File: config.mk
export PLATFORM = sky130hd
export DESIGN_NAME = muldiv_unit
export DESIGN_NICKNAME = d
export VERILOG_FILES = /design/src/rtl/muldiv_pkg.sv /design/src/rtl/muldiv_divider.sv /design/src/rtl/muldiv_unit.sv
export SDC_FILE = /design/constraint.sdc
export NUM_CORES = 2
export LEC_CHECK = 0
export BUFFER_PORTS_ARGS = -buffer_cell sky130_fd_sc_hd__buf_2
export CAP_MARGIN = 5
export CELL_PAD_IN_SITES_DETAIL_PLACEMENT = 0
export CELL_PAD_IN_SITES_GLOBAL_PLACEMENT = 2
export CORE_ASPECT_RATIO = 0.5
export CORE_MARGIN = 5
export CORE_UTILIZATION = 30
export CTS_BUF_LIST = sky130_fd_sc_hd__clkbuf_2 sky130_fd_sc_hd__clkbuf_4 sky130_fd_sc_hd__clkbuf_8
export DETAILED_ROUTE_END_ITERATION = 12
export GPL_TIMING_DRIVEN = 0
export PLACE_DENSITY = 0.63
export REMOVE_ABC_BUFFERS = 1
export SYNTH_ARGS = -nofsm -noshare
export SYNTH_HDL_FRONTEND = slang
export SYNTH_SLANG_ARGS = --single-unit
File: constraint.sdc
create_clock -name Clk -period 15.34 [get_ports Clk]
set_clock_uncertainty 0.1 [all_clocks]
set_input_delay 0 -clock Clk [delete_from_list [all_inputs] [get_ports Clk]]
set_output_delay 0 -clock Clk [all_outputs]
set_load 0.1 [all_outputs]
File: src/rtl/muldiv_pkg.sv
// Shared definitions for the multiply/divide unit: op codes and divider depth.
package muldiv_pkg;

  typedef enum logic [3:0] {
    OP_NONE  = 4'd0,
    OP_MULT  = 4'd1,
    OP_MULTU = 4'd2,
    OP_DIV   = 4'd3,
    OP_DIVU  = 4'd4,
    OP_MTHI  = 4'd5,
    OP_MTLO  = 4'd6,
    OP_MUL   = 4'd7,
    OP_MADD  = 4'd8,
    OP_MADDU = 4'd9,
    OP_MSUB  = 4'd10,
    OP_MSUBU = 4'd11
  } op_e;

  localparam int DIV_ITERS = 32;

endpackage

File: src/rtl/muldiv_divider.sv
// Restoring radix-2 divider on unsigned magnitudes; one quotient bit per cycle.
// done/quotient/remainder present the final step combinationally so the parent can commit on that edge.
module muldiv_divider
  import muldiv_pkg::*;
(
  input  logic        Clk,
  input  logic        Clr,
  input  logic        start,
  input  logic [31:0] dividend,
  input  logic [31:0] divisor,
  output logic        done,
  output logic [31:0] quotient,
  output logic [31:0] remainder
);

  logic        running_r;
  logic [4:0]  cnt_r;
  logic [31:0] q_r;
  logic [31:0] rem_r;
  logic [31:0] dvs_r;
  logic [32:0] shifted_s;
  logic [32:0] diff_s;
  logic [31:0] next_q_s;
  logic [31:0] next_rem_s;

  // One restoring step: trial-subtract divisor from the shifted partial remainder.
  always_comb begin
    shifted_s = {rem_r, q_r[31]};
    diff_s    = shifted_s - {1'b0, dvs_r};
    if (diff_s[32] == 1'b0) begin
      next_rem_s = diff_s[31:0];
      next_q_s   = {q_r[30:0], 1'b1};
    end else begin
      next_rem_s = shifted_s[31:0];
      next_q_s   = {q_r[30:0], 1'b0};
    end
  end

  assign done      = running_r && (cnt_r == 5'(DIV_ITERS - 1));
  assign quotient  = next_q_s;
  assign remainder = next_rem_s;

  // Iteration state: load on start, step while running, stop after the last bit.
  always_ff @(posedge Clk) begin
    if (Clr) begin
      running_r <= 1'b0;
      cnt_r     <= 5'd0;
      q_r       <= 32'd0;
      rem_r     <= 32'd0;
      dvs_r     <= 32'd0;
    end else if (start) begin
      running_r <= 1'b1;
      cnt_r     <= 5'd0;
      q_r       <= dividend;
      rem_r     <= 32'd0;
      dvs_r     <= divisor;
    end else if (running_r) begin
      q_r   <= next_q_s;
      rem_r <= next_rem_s;
      if (done) begin
        running_r <= 1'b0;
      end else begin
        cnt_r <= cnt_r + 5'd1;
      end
    end else begin
      running_r <= running_r;
    end
  end

endmodule

File: src/rtl/muldiv_unit.sv
// Multi-cycle multiply/divide unit owning HI/LO. Define MULDIV_ACCUM_EN to enable
// the MADD/MADDU/MSUB/MSUBU accumulate ops; otherwise ops 8..11 behave as NONE.
module muldiv_unit
  import muldiv_pkg::*;
#(
  parameter int MUL_LAT = 4
) (
  input  logic        Clk,
  input  logic        Clr,
  input  logic [3:0]  Op,
  input  logic [31:0] XALU_A,
  input  logic [31:0] XALU_B,
  input  logic        Intreq,
  output logic [31:0] XALU_HI,
  output logic [31:0] XALU_LO,
  output logic        XALU_Busy,
  output logic        mul_ok
);

  logic [31:0] hi_r, lo_r, a_r, b_r;
  logic        busy_r, mul_ok_r;
  logic [3:0]  cnt_r;
  op_e         op_r;
  op_e         op_s;
  logic        valid_s, is_mul_s, is_div_s, start_s;
  logic        mul_done_s, div_done_s, done_s;
  logic        div_start_s, a_neg_s, b_neg_s;
  logic [31:0] div_a_s, div_b_s, quo_s, rem_s;
  logic        signed_s;
  logic [63:0] ext_a_s, ext_b_s, prod_s;
  logic [31:0] res_hi_s, res_lo_s;

  assign op_s = op_e'(Op);

  // Decode the incoming op into start class.
  always_comb begin
    valid_s  = 1'b0;
    is_mul_s = 1'b0;
    is_div_s = 1'b0;
    case (op_s)
      OP_MULT, OP_MULTU, OP_MUL: begin valid_s = 1'b1; is_mul_s = 1'b1; end
      OP_DIV, OP_DIVU:           begin valid_s = 1'b1; is_div_s = 1'b1; end
      OP_MTHI, OP_MTLO:          valid_s = 1'b1;
`ifdef MULDIV_ACCUM_EN
      OP_MADD, OP_MADDU, OP_MSUB, OP_MSUBU: begin valid_s = 1'b1; is_mul_s = 1'b1; end
`endif
      default:                   valid_s = 1'b0;
    endcase
  end

  assign start_s     = !busy_r && !Intreq && valid_s;
  assign div_start_s = start_s && is_div_s;
  assign a_neg_s     = (op_s == OP_DIV) && XALU_A[31];
  assign b_neg_s     = (op_s == OP_DIV) && XALU_B[31];
  assign div_a_s     = a_neg_s ? (32'd0 - XALU_A) : XALU_A;
  assign div_b_s     = b_neg_s ? (32'd0 - XALU_B) : XALU_B;

  muldiv_divider u_divider (
    .Clk       (Clk),
    .Clr       (Clr),
    .start     (div_start_s),
    .dividend  (div_a_s),
    .divisor   (div_b_s),
    .done      (div_done_s),
    .quotient  (quo_s),
    .remainder (rem_s)
  );

  assign mul_done_s = busy_r && (op_r != OP_DIV) && (op_r != OP_DIVU) && (cnt_r == 4'd0);
  assign done_s     = mul_done_s || (busy_r && div_done_s);

  // Product of the latched operands, sign- or zero-extended by op.
  always_comb begin
    case (op_r)
      OP_MULT, OP_MUL, OP_MADD, OP_MSUB: signed_s = 1'b1;
      default:                           signed_s = 1'b0;
    endcase
    ext_a_s = signed_s ? {{32{a_r[31]}}, a_r} : {32'd0, a_r};
    ext_b_s = signed_s ? {{32{b_r[31]}}, b_r} : {32'd0, b_r};
    prod_s  = ext_a_s * ext_b_s;
  end

  // Completion result, including signed fix-up and divide special cases.
  always_comb begin
    res_hi_s = hi_r;
    res_lo_s = lo_r;
    case (op_r)
      OP_MULT, OP_MULTU, OP_MUL: {res_hi_s, res_lo_s} = prod_s;
`ifdef MULDIV_ACCUM_EN
      OP_MADD, OP_MADDU: {res_hi_s, res_lo_s} = {hi_r, lo_r} + prod_s;
      OP_MSUB, OP_MSUBU: {res_hi_s, res_lo_s} = {hi_r, lo_r} - prod_s;
`endif
      OP_DIV: begin
        if (b_r == 32'd0) begin
          res_lo_s = 32'hFFFF_FFFF;
          res_hi_s = a_r;
        end else if ((a_r == 32'h8000_0000) && (b_r == 32'hFFFF_FFFF)) begin
          res_lo_s = 32'h8000_0000;
          res_hi_s = 32'd0;
        end else begin
          res_lo_s = (a_r[31] ^ b_r[31]) ? (32'd0 - quo_s) : quo_s;
          res_hi_s = a_r[31] ? (32'd0 - rem_s) : rem_s;
        end
      end
      OP_DIVU: begin
        if (b_r == 32'd0) begin
          res_lo_s = 32'hFFFF_FFFF;
          res_hi_s = a_r;
        end else begin
          res_lo_s = quo_s;
          res_hi_s = rem_s;
        end
      end
      default: begin
        res_hi_s = hi_r;
        res_lo_s = lo_r;
      end
    endcase
  end

  // Control state: busy flag, latency counter, latched op and operands.
  always_ff @(posedge Clk) begin
    if (Clr) begin
      busy_r <= 1'b0;
      cnt_r  <= 4'd0;
      op_r   <= OP_NONE;
      a_r    <= 32'd0;
      b_r    <= 32'd0;
    end else if (start_s && (is_mul_s || is_div_s)) begin
      busy_r <= 1'b1;
      cnt_r  <= 4'(MUL_LAT - 1);
      op_r   <= op_s;
      a_r    <= XALU_A;
      b_r    <= XALU_B;
    end else if (done_s) begin
      busy_r <= 1'b0;
    end else if (busy_r && (cnt_r != 4'd0)) begin
      cnt_r <= cnt_r - 4'd1;
    end else begin
      busy_r <= busy_r;
    end
  end

  // Architectural HI/LO and the MUL-complete flag.
  always_ff @(posedge Clk) begin
    if (Clr) begin
      hi_r     <= 32'd0;
      lo_r     <= 32'd0;
      mul_ok_r <= 1'b0;
    end else if (start_s) begin
      mul_ok_r <= 1'b0;
      if (op_s == OP_MTHI) begin
        hi_r <= XALU_A;
      end else if (op_s == OP_MTLO) begin
        lo_r <= XALU_A;
      end else begin
        hi_r <= hi_r;
      end
    end else if (done_s) begin
      hi_r     <= res_hi_s;
      lo_r     <= res_lo_s;
      mul_ok_r <= (op_r == OP_MUL);
    end else begin
      hi_r <= hi_r;
    end
  end

  assign XALU_HI   = hi_r;
  assign XALU_LO   = lo_r;
  assign XALU_Busy = busy_r;
  assign mul_ok    = mul_ok_r;

endmodule

; Word level (Yosys, flattened, before mapping)
; Cells that the tools add are included.
[word_totals]
register_bits = 240
latch_bits = 0
ram_bits = 0
rom_bits = 0
inputBits = 71
out_inout_bits = 66
word_cells = 123
mem_count = 0
[classes]
n_addsub = 7
multipliers = 1
div_mod_pow = 0
n_lt_le_gt_ge = 0
eq_ne = 23
shift = 0
muxes = 37
bitwise = 3
n_reduce_logical = 38
[op_table]
columns = cell, count
row1 = two-way mux 32 bit, 20
row2 = one-hot mux 32 bit (3 select lines), 2
row3 = two-way mux 64 bit, 2
row4 = subtractor 1 x 32 -> 32 bit (first input constant), 4
row5 = == test 32 bit (second input constant), 2
row6 = multiplier 64 x 64 -> 64 bit, 1
row7 = subtractor 33 x 32 -> 33 bit, 1
row8 = logical NOT 32 bit, 1
row9 = == test 4 x 3 -> 1 bit (second input constant), 6
row10 = == test 4 x 2 -> 1 bit (second input constant), 4
row11 = logical AND 1 bit, 13
row12 = two-way mux 1 bit, 10
row13 = == test 4 x 1 -> 1 bit (second input constant), 2
row14 = == test 4 bit (second input constant), 2
row15 = nonzero test 2 bit, 4
row16 = nonzero test 4 bit, 2
row17 = OR reduction 2 bit, 4
row18 = OR reduction 7 bit, 1
row19 = two-way mux 2 bit, 3
row20 = != test 2 x 1 -> 1 bit (second input constant), 3
row21 = AND reduction 2 bit, 3
row22 = OR reduction 3 bit, 2
row23 = adder 5 x 1 -> 5 bit (second input constant), 1
row24 = == test 5 bit (second input constant), 1
row25 = 12 further kinds, 15

; Longest topological paths before layout
[logic_depth]
depth_word = 9
depth_mapped = 42
depth_no_buf = 37

; Hierarchy
; Synthesis repeated with hierarchy kept, for this count alone.
[unflattened]
cells_unflattened = 7457
area_unflattened_um2 = 64072.7
[modules_own_cells]
columns = module, instances, cells_each, area_each_um2, seq_area_each_um2
row1 = muldiv_unit, 1, 6646, 57612.8, 2762.6
row2 = muldiv_divider, 1, 811, 6459.9, 2042.0

; Worst setup path before layout
; OpenSTA, ideal clock, no wires.
[synth_timing]
path_kind = register to register
start = register op_r[2]
end = register hi_r[30], in the netlist XALU_HI[30]
setup_ns = 0.070
arrival_ns = 9.527
required_time_ns = 15.170
slack_ns = 5.643
stages_incl_launch_ff = 41
path_buffers = 4
synth_period_minus_slack_ns = 9.697
cell_sequence = dfxtp_1 -> clkbuf_1 -> xnor2_1 -> nand2_1 -> nor2_1 -> a21oi_1 -> nor2_1 -> clkbuf_1 -> clkbuf_1 -> nand2_1 -> fa_1 -> inv_1 -> fa_1 -> inv_1 -> fa_1 -> inv_1 -> fa_1 -> inv_1 -> (+5 left out) -> fa_1 -> inv_1 -> fa_1 -> inv_1 -> ha_1 -> clkbuf_1 -> a21o_1 -> a21o_1 -> a21o_1 -> a21o_1 -> a21oi_1 -> o21ai_0 -> a21o_1 -> a31oi_1 -> o31a_1 -> xor2_1 -> a221o_1 -> a21oi_1
[synth_between]
elab_chain_cells = 8
word_cells_on_any_way = 25
classes_between = 1 x mul / 9 x eq/ne / 6 x mux / 9 x reduce/logical
[synth_rtl]
columns = item, line
row1 = from (decl), muldiv_unit.sv:23  ; op_e op_r;
row2 = from (signal assigned), muldiv_unit.sv:132  ; op_r <= op_s;
row3 = "== test 4 x 3 -> 1 bit, or another cell as far along", "muldiv_unit.sv:74, muldiv_unit.sv:87"
row4 = OR reduction 4 bit, muldiv_unit.sv:74  ; case (op_r)
row5 = two-way mux 1 bit, muldiv_unit.sv:74
row6 = "two-way mux 64 bit, on equally long branches", "muldiv_unit.sv:78, muldiv_unit.sv:79"
row7 = multiplier 64 x 64 -> 64 bit, muldiv_unit.sv:80  ; prod_s = ext_a_s * ext_b_s;
row8 = one-hot mux 32 bit (3 select lines), muldiv_unit.sv:87  ; case (op_r)
row9 = two-way mux 32 bit, muldiv_unit.sv:159  ; end else if (done_s) begin
row10 = two-way mux 32 bit, muldiv_unit.sv:150  ; end else if (start_s) begin
row11 = to (signal assigned), muldiv_unit.sv:157  ; hi_r <= hi_r;
row12 = to (signal assigned), muldiv_unit.sv:160  ; hi_r <= res_hi_s;
row13 = to (signal assigned), muldiv_unit.sv:164  ; hi_r <= hi_r;
row14 = to (decl), muldiv_unit.sv:20  ; logic [31:0] hi_r, lo_r, a_r, b_r;
; Several ways; a longest one is shown, not always the timed one. The select of a mux whose other input is x is not followed.
; A chain may end at the register's enable or synchronous reset.

; Worst setup path in the final report
[layout_timing]
start = register op_r[2]
end = register hi_r[31], in the netlist XALU_HI[31]
; The elaborated chain is that of the path after synthesis.

==> impl_metrics.env <==
export IMPL_slew_viol_final=0
export IMPL_firstDrtPassIters=7
export IMPL_nets=9105
export IMPL_grt_remaining_overflow=0
export IMPL_area_growth_pct=10.1
export IMPL_synth_edf_count=0
export IMPL_drtAntennaViolNets=0
export IMPL_finalWirelength_um=233000
export IMPL_synthArstFlopShare=0
export IMPL_rsz0062_at_grt="no"
export IMPL_antenna_found_initial=12
export IMPL_placedCellCount=9949
export IMPL_worst_pin_slew_ns=1.48
export IMPL_cts_resized_gates=0
export IMPL_die_y_um=336
export IMPL_relSlewSlack=0.00425
export IMPL_crit_path_max_fanout=11
export IMPL_grt_max_degree=121
export IMPL_slowest_delay_ns=0.99
export IMPL_avgSynthCellArea_um2=8.70
export IMPL_ys_seq_area_frac=0.0755
export IMPL_grt_first_pass_wirelength_um=354000
export IMPL_clock_path_buffers=3
export IMPL_cts_tree="done"
export IMPL_p_leak_uw=0.0340
export IMPL_critPathKind="reg -> reg"
export IMPL_cts_buffers=42
export IMPL_netlist_area_mm2=0.0637
export IMPL_multi_input_comb_area_mm2=0.0511
export IMPL_final_seq_area_mm2=0.00491
export IMPL_drive_gt1_frac=0.0590
export IMPL_dp_hpwl_um=192000
export IMPL_setup_violations_final=0
export IMPL_die_w_um=662
export IMPL_end_kind="flip-flop"
export IMPL_drc=0
export IMPL_final_cell_mix="1639 x inv_1, 1420 x fa_1, 1018 x nand2_1, 364 x and2_1, 348 x ha_1"
export IMPL_instances_no_fill=10100
export IMPL_critical_path_arrival_ns=12.72
export IMPL_grt_pass1_vias=51900
export IMPL_clkSlewWorstSetupHoldPaths_ns=0.07
export IMPL_clk_latency_ns=0.63
export IMPL_grtUsageTotal=0.213
export IMPL_cts_htree_levels=2
export IMPL_dr_total_vias=49000
export IMPL_yosysWarningCount=0
export IMPL_cpMostUsedCell="fa_1"
export IMPL_fin_crit_ns=12.33
export IMPL_hold_viol=0
export IMPL_final_util=0.333
export IMPL_gp_congestion=0.843
export IMPL_cts_sinks=240
export IMPL_min_path_type="in -> reg"
export IMPL_syn_inst=7322
export IMPL_wire_per_inst_um=23.0
export IMPL_yosys_cell_types_count=99
export IMPL_violations="capacitance limit"
export IMPL_row_count=119
export IMPL_cts_root_buf="clkbuf_8"
export IMPL_status="finished, violations left"
export IMPL_fmax_mhz=81.1
export IMPL_fillers=22500
export IMPL_hold_ws_ns=0.128
export IMPL_drt_iter0_drc=3344
export IMPL_min_period_over_period=0.804
export IMPL_drv_cap=1
export IMPL_numPortBuffers=136
export IMPL_start_util=0.302
export IMPL_final_common_cell="inv_1"
export IMPL_total_power_uw=2650
export IMPL_cp_data_required_time_ns=15.73
export IMPL_synthFlopType="dfxtp_1"
export IMPL_vdd_drop_max_mv=0.0533
export IMPL_powerDensity_mw_per_mm2=37.8
export IMPL_viasPerCell=4.84
export IMPL_yosys_register_bits=240
export IMPL_core_mm2=0.211
export IMPL_cp_slowest_cell="o41ai_1"
export IMPL_dieArea_mm2=0.222
export IMPL_io_pins=137
export IMPL_cp_start_kind="flip-flop"
-- report_power, final --
group	switching [uW]	internal (uW)
clock network	322	377
registers	90.4	647
logic	816	399
-- worst max-delay path: cells and delay by family, from the launching register on --
| family | cells | cell delay [ns] |
|---|---|---|
| and+or+nand+nor | 7 | 1.06 |
| adders and majority gates | 11 | 6.15 |
| xor gates and xnor gates | 2 | 0.44 |
| AOI/OAI and AO/OA | 9 | 3.04 |
| DFF | 1 | 0.51 |
| buffers and inverters | 7 | 0.87 |
-- kinds of logic (layout without fill, tap and decap cells) --
| kind of cell | after synthesis | in the layout | synth area share |
|---|---|---|---|
| buf+inv | 2081 | 2053 | 0.124 |
| mux | 64 | 64 | 0.0101 |
| compound gates | 937 | 937 | 0.0976 |
| flops | 240 | 240 | 0.0755 |
| xor+xnor | 232 | 232 | 0.0321 |
| simple gates | 1996 | 1996 | 0.146 |
| fa+ha+maj | 1772 | 1772 | 0.515 |
| other cells | 0 | 5 | 0 |
-- per-layer routing --
| layer | global-route usage | share of wire | up-vias |
|---|---|---|---|
| li1 | - | - | 22200 |
| met1 | 0.312 | 0.48 | 25600 |
| met2 | 0.340 | 0.45 | 1052 |
| met3 | 0.0289 | 0.051 | 163 |
| met4 | 0.0359 | 0.020 | 2 |
| met5 | 0 | 0.000060 | - |
-- what timing repair did --
action	CTS	global route
buffers inserted	0	0
hold endpoints to repair	192	0
hold buffers	115	0
-- worst paths after layout --
kind                            startpoint          end  slack, ns  cells after the start
worst max-delay path               op_r[2]  XALU_HI[31]       3.01                     36
worst min-delay path            XALU_B[11]      b_r[11]       0.13                      4
worst max register to register     op_r[2]  XALU_HI[31]       3.01                     36
worst min register to register  XALU_LO[0]   XALU_LO[0]       0.35                      2
-- sequential cells by signal (all words and copies together) (netlist names) --
register             count
cnt_r                    4
a_r                     32
u_divider.dvs_r         32
u_divider.running_r      1
b_r                     32
op_r                     4
u_divider.rem_r         32
XALU_HI                 32
XALU_LO                 32
u_divider.cnt_r          5
mul_ok                   1
XALU_Busy                1
u_divider.q_r           32
-- Yosys cell counts (all sizes together), types with 8 or more instances --
master,number,area share
a2111oi,11,0.0019
a211oi,117,0.014
a21o,68,0.0080
a21oi,286,0.022
a221oi,29,0.0043
a311oi,15,0.0021
a31o,9,0.0012
a31oi,30,0.0029
and2,368,0.036
and3,25,0.0025
and4,9,0.0013
buf,39,0.0032
clkbuf,400,0.024
dfxtp,240,0.075
fa,1420,0.45
ha,348,0.068
inv,1640,0.097
mux2i,61,0.0096
nand2,1023,0.060
nand2b,22,0.0022
nand3,42,0.0034
nand4,19,0.0019
nor2,271,0.016
nor2b,8,0.00079
nor3,88,0.0069
nor3b,9,0.0011
nor4,35,0.0034
o2111ai,8,0.0012
o211ai,32,0.0038
o21a,18,0.0021
o21ai,170,0.013
o21bai,11,0.0013
o221ai,19,0.0026
o22ai,12,0.0012
o31a,9,0.0012
o31ai,28,0.0039
o41ai,12,0.0021
or3,29,0.0030
or4,22,0.0026
xnor2,144,0.020
xor2,87,0.012
-- metrics by stage --
stage / worst slack, ns / area, um2 / TNS [ns]
6_report: 3.01 / 70100 / 0
5_1_grt: 2.26 / 70100 / 0
4_1_cts: 2.91 / 70100 / 0
3_5_place_dp: 2.93 / 68000 / 0
3_3_place_gp: -2.00 / 66200 / -163.33
2_1_floorplan: 4.49 / 62000 / 0
-- area by class of cell --
type                            count  share of cell area
Tap cell                         2843              0.0507
Inverter                         1641              0.0878
Clock buffer                       67              0.0119
Sequential cell                   240              0.0700
Timing Repair Buffer              340              0.0495
Antenna cell                        5            0.000178
Clock inverter                      5             0.00114
Multi-Input combinational cell   5001               0.729
Note: power is estimated with default switching activity, not from simulation.
